### src/rtl/memory_access_stage_pkg.sv
// Shared types and helpers for the memory access stage: FSM encoding,
// byte-lane select/replicate functions and the default ack timeout.
package memory_access_stage_pkg;

  typedef enum logic {
    ST_IDLE   = 1'b0,
    ST_ACCESS = 1'b1
  } mem_state_t;

  localparam int TIMEOUT_DEFAULT = 16;

  // Little-endian lane pick, zero-extended to a full word.
  function automatic logic [31:0] lane_select(input logic [31:0] word, input logic [1:0] lane);
    logic [7:0] b;
    case (lane)
      2'd0:    b = word[7:0];
      2'd1:    b = word[15:8];
      2'd2:    b = word[23:16];
      default: b = word[31:24];
    endcase
    return {24'h0, b};
  endfunction

  function automatic logic [31:0] lane_replicate(input logic [7:0] b);
    return {4{b}};
  endfunction

endpackage

### src/rtl/memory_access_stage_mem_addr_gen.sv
// Effective-address generation for LDR/STR: offset add/subtract, pre/post
// index selection, byte lane and byte-enable pattern.
module mem_addr_gen (
  input  logic [31:0] i_base,
  input  logic [31:0] i_offset,
  input  logic        i_pre,
  input  logic        i_up,
  input  logic        i_byte,
  output logic [31:0] o_offset_addr,
  output logic [31:0] o_access_addr,
  output logic [3:0]  o_be,
  output logic [1:0]  o_lane
);

  assign o_offset_addr = i_up ? (i_base + i_offset) : (i_base - i_offset);
  assign o_access_addr = i_pre ? o_offset_addr : i_base;
  assign o_lane        = o_access_addr[1:0];

  // Word accesses enable every lane; byte accesses only the addressed one.
  for (genvar gi = 0; gi < 4; gi++) begin : g_be
    assign o_be[gi] = ~i_byte | (o_lane == 2'(gi));
  end

endmodule

### src/rtl/memory_access_stage.sv
// ARM pipeline memory stage: accepts one instruction per handshake, runs a
// req/ack data-memory transaction with timeout, and registers the WB result.
module memory_access_stage
  import memory_access_stage_pkg::*;
#(
  parameter int TIMEOUT = TIMEOUT_DEFAULT
) (
  input  logic        clk,
  input  logic        reset,
  input  logic        valid_MEM,
  input  logic        memAccess_MEM,
  input  logic [31:0] Data1_MEM,
  input  logic [31:0] Data2_MEM,
  input  logic        prePostAddOffset_MEM,
  input  logic        upDownOffset_MEM,
  input  logic        byteOrWord_MEM,
  input  logic        writeBack_MEM,
  input  logic        loadStore_MEM,
  input  logic        writebackEnable_MEM,
  input  logic [3:0]  rd_MEM,
  input  logic [3:0]  rn_MEM,
  input  logic [31:0] writeData_MEM,
  output logic        stall_MEM,
  output logic        dmem_req,
  output logic        dmem_we,
  output logic [3:0]  dmem_be,
  output logic [31:0] dmem_addr,
  output logic [31:0] dmem_wdata,
  input  logic [31:0] dmem_rdata,
  input  logic        dmem_ack,
  output logic [31:0] result_WB,
  output logic [3:0]  rd_WB,
  output logic        regWrite_WB,
  output logic        baseWrite_WB,
  output logic [3:0]  rn_WB,
  output logic [31:0] baseValue_WB,
  output logic        valid_WB,
  output logic        memFault_WB
);

  localparam int CW = $clog2(TIMEOUT);

  mem_state_t r_state, w_state_next;
  logic [CW-1:0] r_cnt;

  logic [31:0] r_base, r_offset, r_wdata;
  logic        r_pre, r_up, r_byte, r_wb, r_load, r_we;
  logic [3:0]  r_rd, r_rn;

  logic [31:0] w_offset_addr, w_access_addr;
  logic [3:0]  w_be;
  logic [1:0]  w_lane;

  mem_addr_gen u_addr_gen (
    .i_base       (r_base),
    .i_offset     (r_offset),
    .i_pre        (r_pre),
    .i_up         (r_up),
    .i_byte       (r_byte),
    .o_offset_addr(w_offset_addr),
    .o_access_addr(w_access_addr),
    .o_be         (w_be),
    .o_lane       (w_lane)
  );

  logic w_access, w_accept, w_done, w_abort, w_base_wr;
  logic [31:0] w_load_data;

  assign w_access = (r_state == ST_ACCESS);
  assign w_accept = (r_state == ST_IDLE) && valid_MEM;
  assign w_done   = w_access && dmem_ack;
  // Ack in the timeout cycle still completes normally.
  assign w_abort  = w_access && !dmem_ack && (r_cnt == CW'(TIMEOUT - 1));

  assign w_load_data = r_byte ? lane_select(dmem_rdata, w_lane) : dmem_rdata;
  assign w_base_wr   = (r_wb | ~r_pre) & ~(r_load & (r_rd == r_rn));

  assign stall_MEM  = w_access;
  assign dmem_req   = w_access;
  assign dmem_we    = w_access & ~r_load;
  assign dmem_be    = w_access ? w_be : 4'h0;
  assign dmem_addr  = w_access ? {w_access_addr[31:2], 2'b00} : 32'h0;
  assign dmem_wdata = (w_access && !r_load) ?
                      (r_byte ? lane_replicate(r_wdata[7:0]) : r_wdata) : 32'h0;

  always_ff @(posedge clk) begin
    if (reset) r_state <= ST_IDLE;
    else       r_state <= w_state_next;
  end

  always_comb begin
    w_state_next = r_state;
    case (r_state)
      ST_IDLE:   if (valid_MEM && memAccess_MEM) w_state_next = ST_ACCESS;
      ST_ACCESS: if (w_done || w_abort)          w_state_next = ST_IDLE;
      default:   w_state_next = ST_IDLE;
    endcase
  end

  always_ff @(posedge clk) begin
    if (reset || !w_access || w_done || w_abort) r_cnt <= '0;
    else                                         r_cnt <= r_cnt + CW'(1);
  end

  always_ff @(posedge clk) begin
    if (reset) begin
      r_base <= '0; r_offset <= '0; r_wdata <= '0;
      r_pre  <= 1'b0; r_up <= 1'b0; r_byte <= 1'b0;
      r_wb   <= 1'b0; r_load <= 1'b0; r_we <= 1'b0;
      r_rd   <= '0; r_rn <= '0;
    end else if (w_accept && memAccess_MEM) begin
      r_base <= Data1_MEM; r_offset <= Data2_MEM; r_wdata <= writeData_MEM;
      r_pre  <= prePostAddOffset_MEM; r_up <= upDownOffset_MEM;
      r_byte <= byteOrWord_MEM; r_wb <= writeBack_MEM; r_load <= loadStore_MEM;
      r_we   <= writebackEnable_MEM; r_rd <= rd_MEM; r_rn <= rn_MEM;
    end
  end

  always_ff @(posedge clk) begin
    if (reset) begin
      result_WB <= '0; rd_WB <= '0; regWrite_WB <= 1'b0; baseWrite_WB <= 1'b0;
      rn_WB <= '0; baseValue_WB <= '0; valid_WB <= 1'b0; memFault_WB <= 1'b0;
    end else begin
      valid_WB <= 1'b0;
      if (w_accept && !memAccess_MEM) begin
        result_WB    <= Data1_MEM;
        rd_WB        <= rd_MEM;
        regWrite_WB  <= writebackEnable_MEM;
        baseWrite_WB <= 1'b0;
        rn_WB        <= rn_MEM;
        baseValue_WB <= '0;
        memFault_WB  <= 1'b0;
        valid_WB     <= 1'b1;
      end else if (w_done) begin
        result_WB    <= r_load ? w_load_data : 32'h0;
        rd_WB        <= r_rd;
        regWrite_WB  <= r_load & r_we;
        baseWrite_WB <= w_base_wr;
        rn_WB        <= r_rn;
        baseValue_WB <= w_offset_addr;
        memFault_WB  <= 1'b0;
        valid_WB     <= 1'b1;
      end else if (w_abort) begin
        result_WB    <= '0;
        rd_WB        <= r_rd;
        regWrite_WB  <= 1'b0;
        baseWrite_WB <= 1'b0;
        rn_WB        <= r_rn;
        baseValue_WB <= '0;
        memFault_WB  <= 1'b1;
        valid_WB     <= 1'b1;
      end
    end
  end

endmodule

### config.mk
export PLATFORM = sky130hd
export DESIGN_NAME = memory_access_stage
export DESIGN_NICKNAME = d
export VERILOG_FILES = /design/src/rtl/memory_access_stage_pkg.sv /design/src/rtl/memory_access_stage_mem_addr_gen.sv /design/src/rtl/memory_access_stage.sv
export SDC_FILE = /design/constraint.sdc
export NUM_CORES = 1
export LEC_CHECK = 0
export BUFFER_PORTS_ARGS = -buffer_cell sky130_fd_sc_hd__buf_2
export CAP_MARGIN = 30
export CORE_AREA = 3 3 132 186
export DETAILED_ROUTE_END_ITERATION = 6
export DIE_AREA = 0 0 135 189
export PLACE_DENSITY = 0.7
export SYNTH_ARGS = -nofsm -noshare
export SYNTH_HDL_FRONTEND = slang
export SYNTH_SLANG_ARGS = --single-unit
### constraint.sdc
create_clock -name clk -period 9.8 [get_ports clk]
set_input_delay 1.47 -clock clk [delete_from_list [all_inputs] [get_ports clk]]
set_output_delay 1.47 -clock clk [all_outputs]
set_load 0.02 [all_outputs]
After elaboration in Yosys (flattened, before gate mapping)
Cells that the tools add are included.
{ "classes": {"n_addsub": 3, "eq_ne": 5, "mux": 29, "bitwise": 14, "n_reduce_logical": 21} }
{ "ops": {"columns": ["op", "n"], "rows": [
  ["$mux 32", 11],
  ["$add 32x32->32", 1],
  ["$sub 32x32->32", 1],
  ["$mux 4", 7],
  ["$pmux 8 s3", 1],
  ["$mux 1", 9],
  ["$logic_and 1x1->1", 8],
  ["$not 1->1", 5],
  ["$or 1x1->1", 5],
  ["$add 4x1->4 const B", 1],
  ["$and 1x1->1", 4],
  ["$eq 2x2->1 const B", 2],
  ["$eq 4x4->1", 1],
  ["$eq 4x4->1 const B", 1],
  ["$logic_not 1->1", 4],
  ["$logic_or 1x1->1", 4],
  ["$reduce_bool 3->1", 1],
  ["$reduce_or 3->1", 1],
  ["$eq 2x1->1 const B", 1],
  ["$logic_not 2->1", 1],
  ["$pmux 1 s2", 1],
  ["$reduce_bool 2->1", 1],
  ["$reduce_or 2->1", 1]
]} }
{ "word_totals": {"regBits": 191, "out_inout_bits": 147, "in_bits": 147, "word_cells": 93} }

Depth between registers and ports, before layout
{ "logic_depth": {"ltp_word": 9, "ltp_mapped": 18, "mapped_depth_nobuf": 17} }

Modules after synthesis
Synthesis repeated with hierarchy kept, for this count alone.
{ "hier_totals": {"cells_unflattened": 1459, "area_unflattened_um2": 11081.9} }
{ "by_module_without_submodules": {"columns": ["mod", "seq_area_each_um2", "area_each_um2", "cells_each", "instances"], "rows": [
  ["memory_access_stage", 3823.7, 7971.4, 1017, 1],
  ["mem_addr_gen", 0.0, 3110.5, 442, 1]
]} }

Least setup slack after synthesis
Ideal clock, no wire load.
{ "synth_path": {"kind": "reg-to-output", "from": "reg r_offset[5]", "to": "out dmem_addr[28]", "setup_slack_ns": 4.729, "t_arrival_ns": 3.601, "n_path_buf": 1, "stages_incl_launch_ff": 15, "t_required_ns": 8.330, "cell_sequence": "dfxtp_1 -> or4_4 -> nor2_1 -> nand4_1 -> nor2_1 -> a21oi_1 -> xor2_1 -> ha_1 -> clkbuf_1 -> nand2_1 -> or4_1 -> o21ai_0 -> o31ai_1 -> nor3b_1 -> o31ai_1"} }
{ "synth_via": {"elab_chain_len": 4, "word_cells_on_any_way": 5, "cone_classes": "add/sub (2); mux (3)"} }
{ "synth_lines": {"columns": ["item", "line", "source"], "rows": [
  ["from (decl)", "memory_access_stage.sv:46", "logic [31:0] r_base, r_offset, r_wdata;"],
  ["from (signal assigned)", "memory_access_stage.sv:112", "r_base <= Data1_MEM; r_offset <= Data2_MEM; r_wdata <= writeData_MEM;"],
  ["$sub 32x32->32 or $add 32x32->32 (tied branches)", "memory_access_stage_mem_addr_gen.sv:15", "assign o_offset_addr = i_up ? (i_base + i_offset) : (i_base - i_offset);"],
  ["$mux 32 (*)", "memory_access_stage_mem_addr_gen.sv:15", null],
  ["$mux 32 (*)", "memory_access_stage_mem_addr_gen.sv:16", "assign o_access_addr = i_pre ? o_offset_addr : i_base;"],
  ["$mux 32 (*)", "memory_access_stage.sv:82", "assign dmem_addr = w_access ? {w_access_addr[31:2], 2'b00} : 32'h0;"],
  ["to (decl)", "memory_access_stage.sv:27", "output logic [31:0] dmem_addr,"]
]} }
Every way passes the cells marked *; elsewhere a longest branch is shown, timed or not.

Final worst setup path
{ "layout_path": {"from": "reg r_offset[0]", "to": "out dmem_addr[31]"} }
The elaborated chain is that of the path after synthesis.

==> run summary <==
WL final = 36700 µm
I/O pins = 294
CTS resizes = 0
commonest non-fill, non-tap cells in the layout = buf_2 (290), nand2_1 (278), a21oi_1 (195)
Die Ht = 189 µm
total die area = 25500 µm²
number of synthesized flops with an enable pin = 0
largest net degree at the start of global routing = 100
Worst R2R Path Depth = 16
slew margin rel. = 31.8%
GPL Wtd Cong = 0.996
Worst Setup EP = dmem_addr[31]
IO Port Bufs = 291
H-tree levels = 4
core area = 23000 µm²
effective utilization at floorplan = 44.8%
worst slew pin tran = 1.02 ns
most common cell after layout, fill and taps aside = buf_2
Post-synth ARST share = 0%
Final nets = 1738
Skew-Pair Late Insertion Delay = 0.45 ns
synthesized flop and latch total = 191
failing checks = DRC
HPWL after DPL = 27600 µm
cts bufs inserted = 17
fill cell count = 2263
aggregate global routing overflow = 0
unrepaired setup endpoints after global routing = false
fmax = 0.159 GHz
sequential share of the synthesized area = 37.1%
Tmin final = 6.30 ns
flop2flop setup slack = 5.46 ns
DR vias = 10500
Pleak = 5.47 nW
FF-to-FF End = baseValue_WB[31]$_SDFFE_PP0N_
number of distinct library cells after synthesis = 69
synth warn = 0
clk_skew = 0.0146 ns
worst-path maximum fanout = 7
final slew viol count = 0
drt wl/cell = 19.6 µm
Setup crit start kind = flop
DRC viols = 1
Crit. End Element = output port
CTS Root Cell = clkbuf_16
final setup vio count = 0
DRT iter0 DRCs = 956
first drt pass iteration count = 7
maximum vdd drop = 0.126 mV
TritonCTS clock tree = yes
layout cell share with drive strength beyond 1 = 23.0%
Setup Buffers After CTS = 0
Synth-to-Final Area Change = 21.4%
vias per inst = 5.61
remaining antenna violation count after routing = 0
CP arrival = 4.83 ns
clk slew on worst S/H paths = 0.07 ns
Hold Crit Class = reg -> reg
hold slack = 0.449 ns
Gate Count Post-Synth = 1321
CTS Buffer Depth = 2
# rows = 66
status = finished, violations left
initial antenna violation count = 2
Crit Path Class = reg -> out
Final period util = 64.3%
Fin Setup TNS = 0 ns
Synth Flop Type = dfxtp_1
CTS Sinks = 191
CP startpoint = r_offset[0]$_SDFFE_PP0P_
Final Hold Vio Count = 0
vias in the first global route = 10000
gr usage total = 28.2%
Post-Syn Area = 10300 µm²
width of the die = 135 µm
pwr/cell area = 168 nW/µm²
Hold-fix buffers, CTS = 0
Mapped Avg Cell Area = 7.81 µm²
reg2reg start = r_offset[0]$_SDFFE_PP0P_
Max Cap Viol = 0
Req. time, crit path = 8.33 ns
global-route wire length before repair = 56300 µm
[critical path: stages (launching register included)]
cell      delay (ns)
dfxtp_1         0.35
inv_1           0.07
ha_1            0.18
nand3b_1        0.13
nor4_1          0.34
nor3b_1         0.47
a21oi_1         0.15
xor2_1          0.17
ha_1            0.41
inv_1           0.09
nor3_1          0.48
a32oi_1         0.21
o31a_1          0.21
o21ai_0         0.45
a41oi_1         0.23
a21oi_1         0.16
a31o_1          0.11
buf_2           0.17
[registers in the layout (all words and copies together) (netlist names)]
signal	flops
memFault_WB	1
result_WB	32
baseValue_WB	32
dmem_req	1
rn_WB	4
r_byte	1
regWrite_WB	1
valid_WB	1
baseWrite_WB	1
r_rn	4
r_we	1
r_pre	1
r_rd	4
r_wb	1
r_base	32
r_wdata	32
rd_WB	4
r_cnt	4
r_up	1
r_load	1
r_offset	32
[final cells by class]
cell class	instances	area [µm²]	area share (%)
clock inverters	12	130	1.04
multi-input cells	1012	6050	48.3
clock buffers	19	443	3.54
repair buffers	304	1590	12.7
well taps	306	383	3.06
flip-flops and latches	191	3820	30.5
inverters	25	93.8	0.749
diodes	3	7.51	0.0599
[metrics by stage]
stage	instances	area, µm²	setup WS [ns]	utilization (%)	power, mW
6_report	1872	12500	3.50	54.4	2.10
5_1_grt	1871	12500	3.14	54.4	2.20
4_1_cts	1868	12500	3.59	54.2	2.11
3_5_place_dp	1837	11900	4.12	51.8	1.42
3_3_place_gp	1836	11900	4.06	51.6	1.41
2_1_floorplan	1322	10300	4.73	-	1.24
[power breakdown]
group	leakage, nW	switching (mW)	internal [mW]
clock network	0.269	0.330	0.363
logic	3.64	0.355	0.210
registers	1.56	0.0325	0.812
total	5.47	0.717	1.38
[cells in the mapped netlist, drive strengths merged (4+ instances only)]
cell type	n	area, µm²
a211oi	9	67.6
a21boi	6	45.0
a21o	12	90.1
a21oi	196	985
a222oi	24	240
a22o	12	105
a22oi	13	97.6
a31o	4	35.0
a31oi	13	81.3
and2	13	81.3
and3	11	68.8
buf	7	37.5
clkbuf	87	327
dfxtp	191	3820
ha	39	488
inv	25	93.8
mux2	5	56.3
mux2i	31	310
nand2	278	1040
nand2b	29	181
nand3	17	85.1
nand4	6	37.5
nor2	89	334
nor2b	26	163
nor3	13	81.3
o211ai	4	30.0
o21a	7	52.6
o21ai	26	130
o21bai	5	37.5
o221ai	6	52.6
o31ai	4	30.0
or3	4	25.0
or4	5	45.0
xnor2	28	245
xor2	37	324
[routing by layer]
layer	track usage [%]	part of all wire, %
met3	6.03	6.9
met2	46.9	49
met5	0	0
met1	33.4	39
met4	16.2	5.5
[worst min path at each step]
stage,end,slack [ns],start,cells past startpoint
after global placement,r_cnt[0]$_SDFF_PP0_,0.43,r_cnt[0]$_SDFF_PP0_,1
final,baseValue_WB[31]$_SDFFE_PP0N_,0.45,baseValue_WB[31]$_SDFFE_PP0N_,1
after floorplan,r_cnt[0]$_SDFF_PP0_,0.42,r_cnt[0]$_SDFF_PP0_,1
after global routing,r_wdata[9]$_SDFFE_PP0P_,0.47,r_wdata[9]$_SDFFE_PP0P_,2
after detailed placement,baseValue_WB[31]$_SDFFE_PP0N_,0.44,baseValue_WB[31]$_SDFFE_PP0N_,1
after CTS,baseValue_WB[31]$_SDFFE_PP0N_,0.45,baseValue_WB[31]$_SDFFE_PP0N_,1
[cell families after synthesis]
logic type	after synthesis	share of synthesized area, %
buf+inv	119	4.44
compound gates	361	21.8
mux	39	4.21
xor+xnor	65	5.52
flops	191	37.1
other cells	1	0.0363
fa+ha+maj	40	4.92
simple gates	505	22.0
Power figures use the tool's default switching activity.
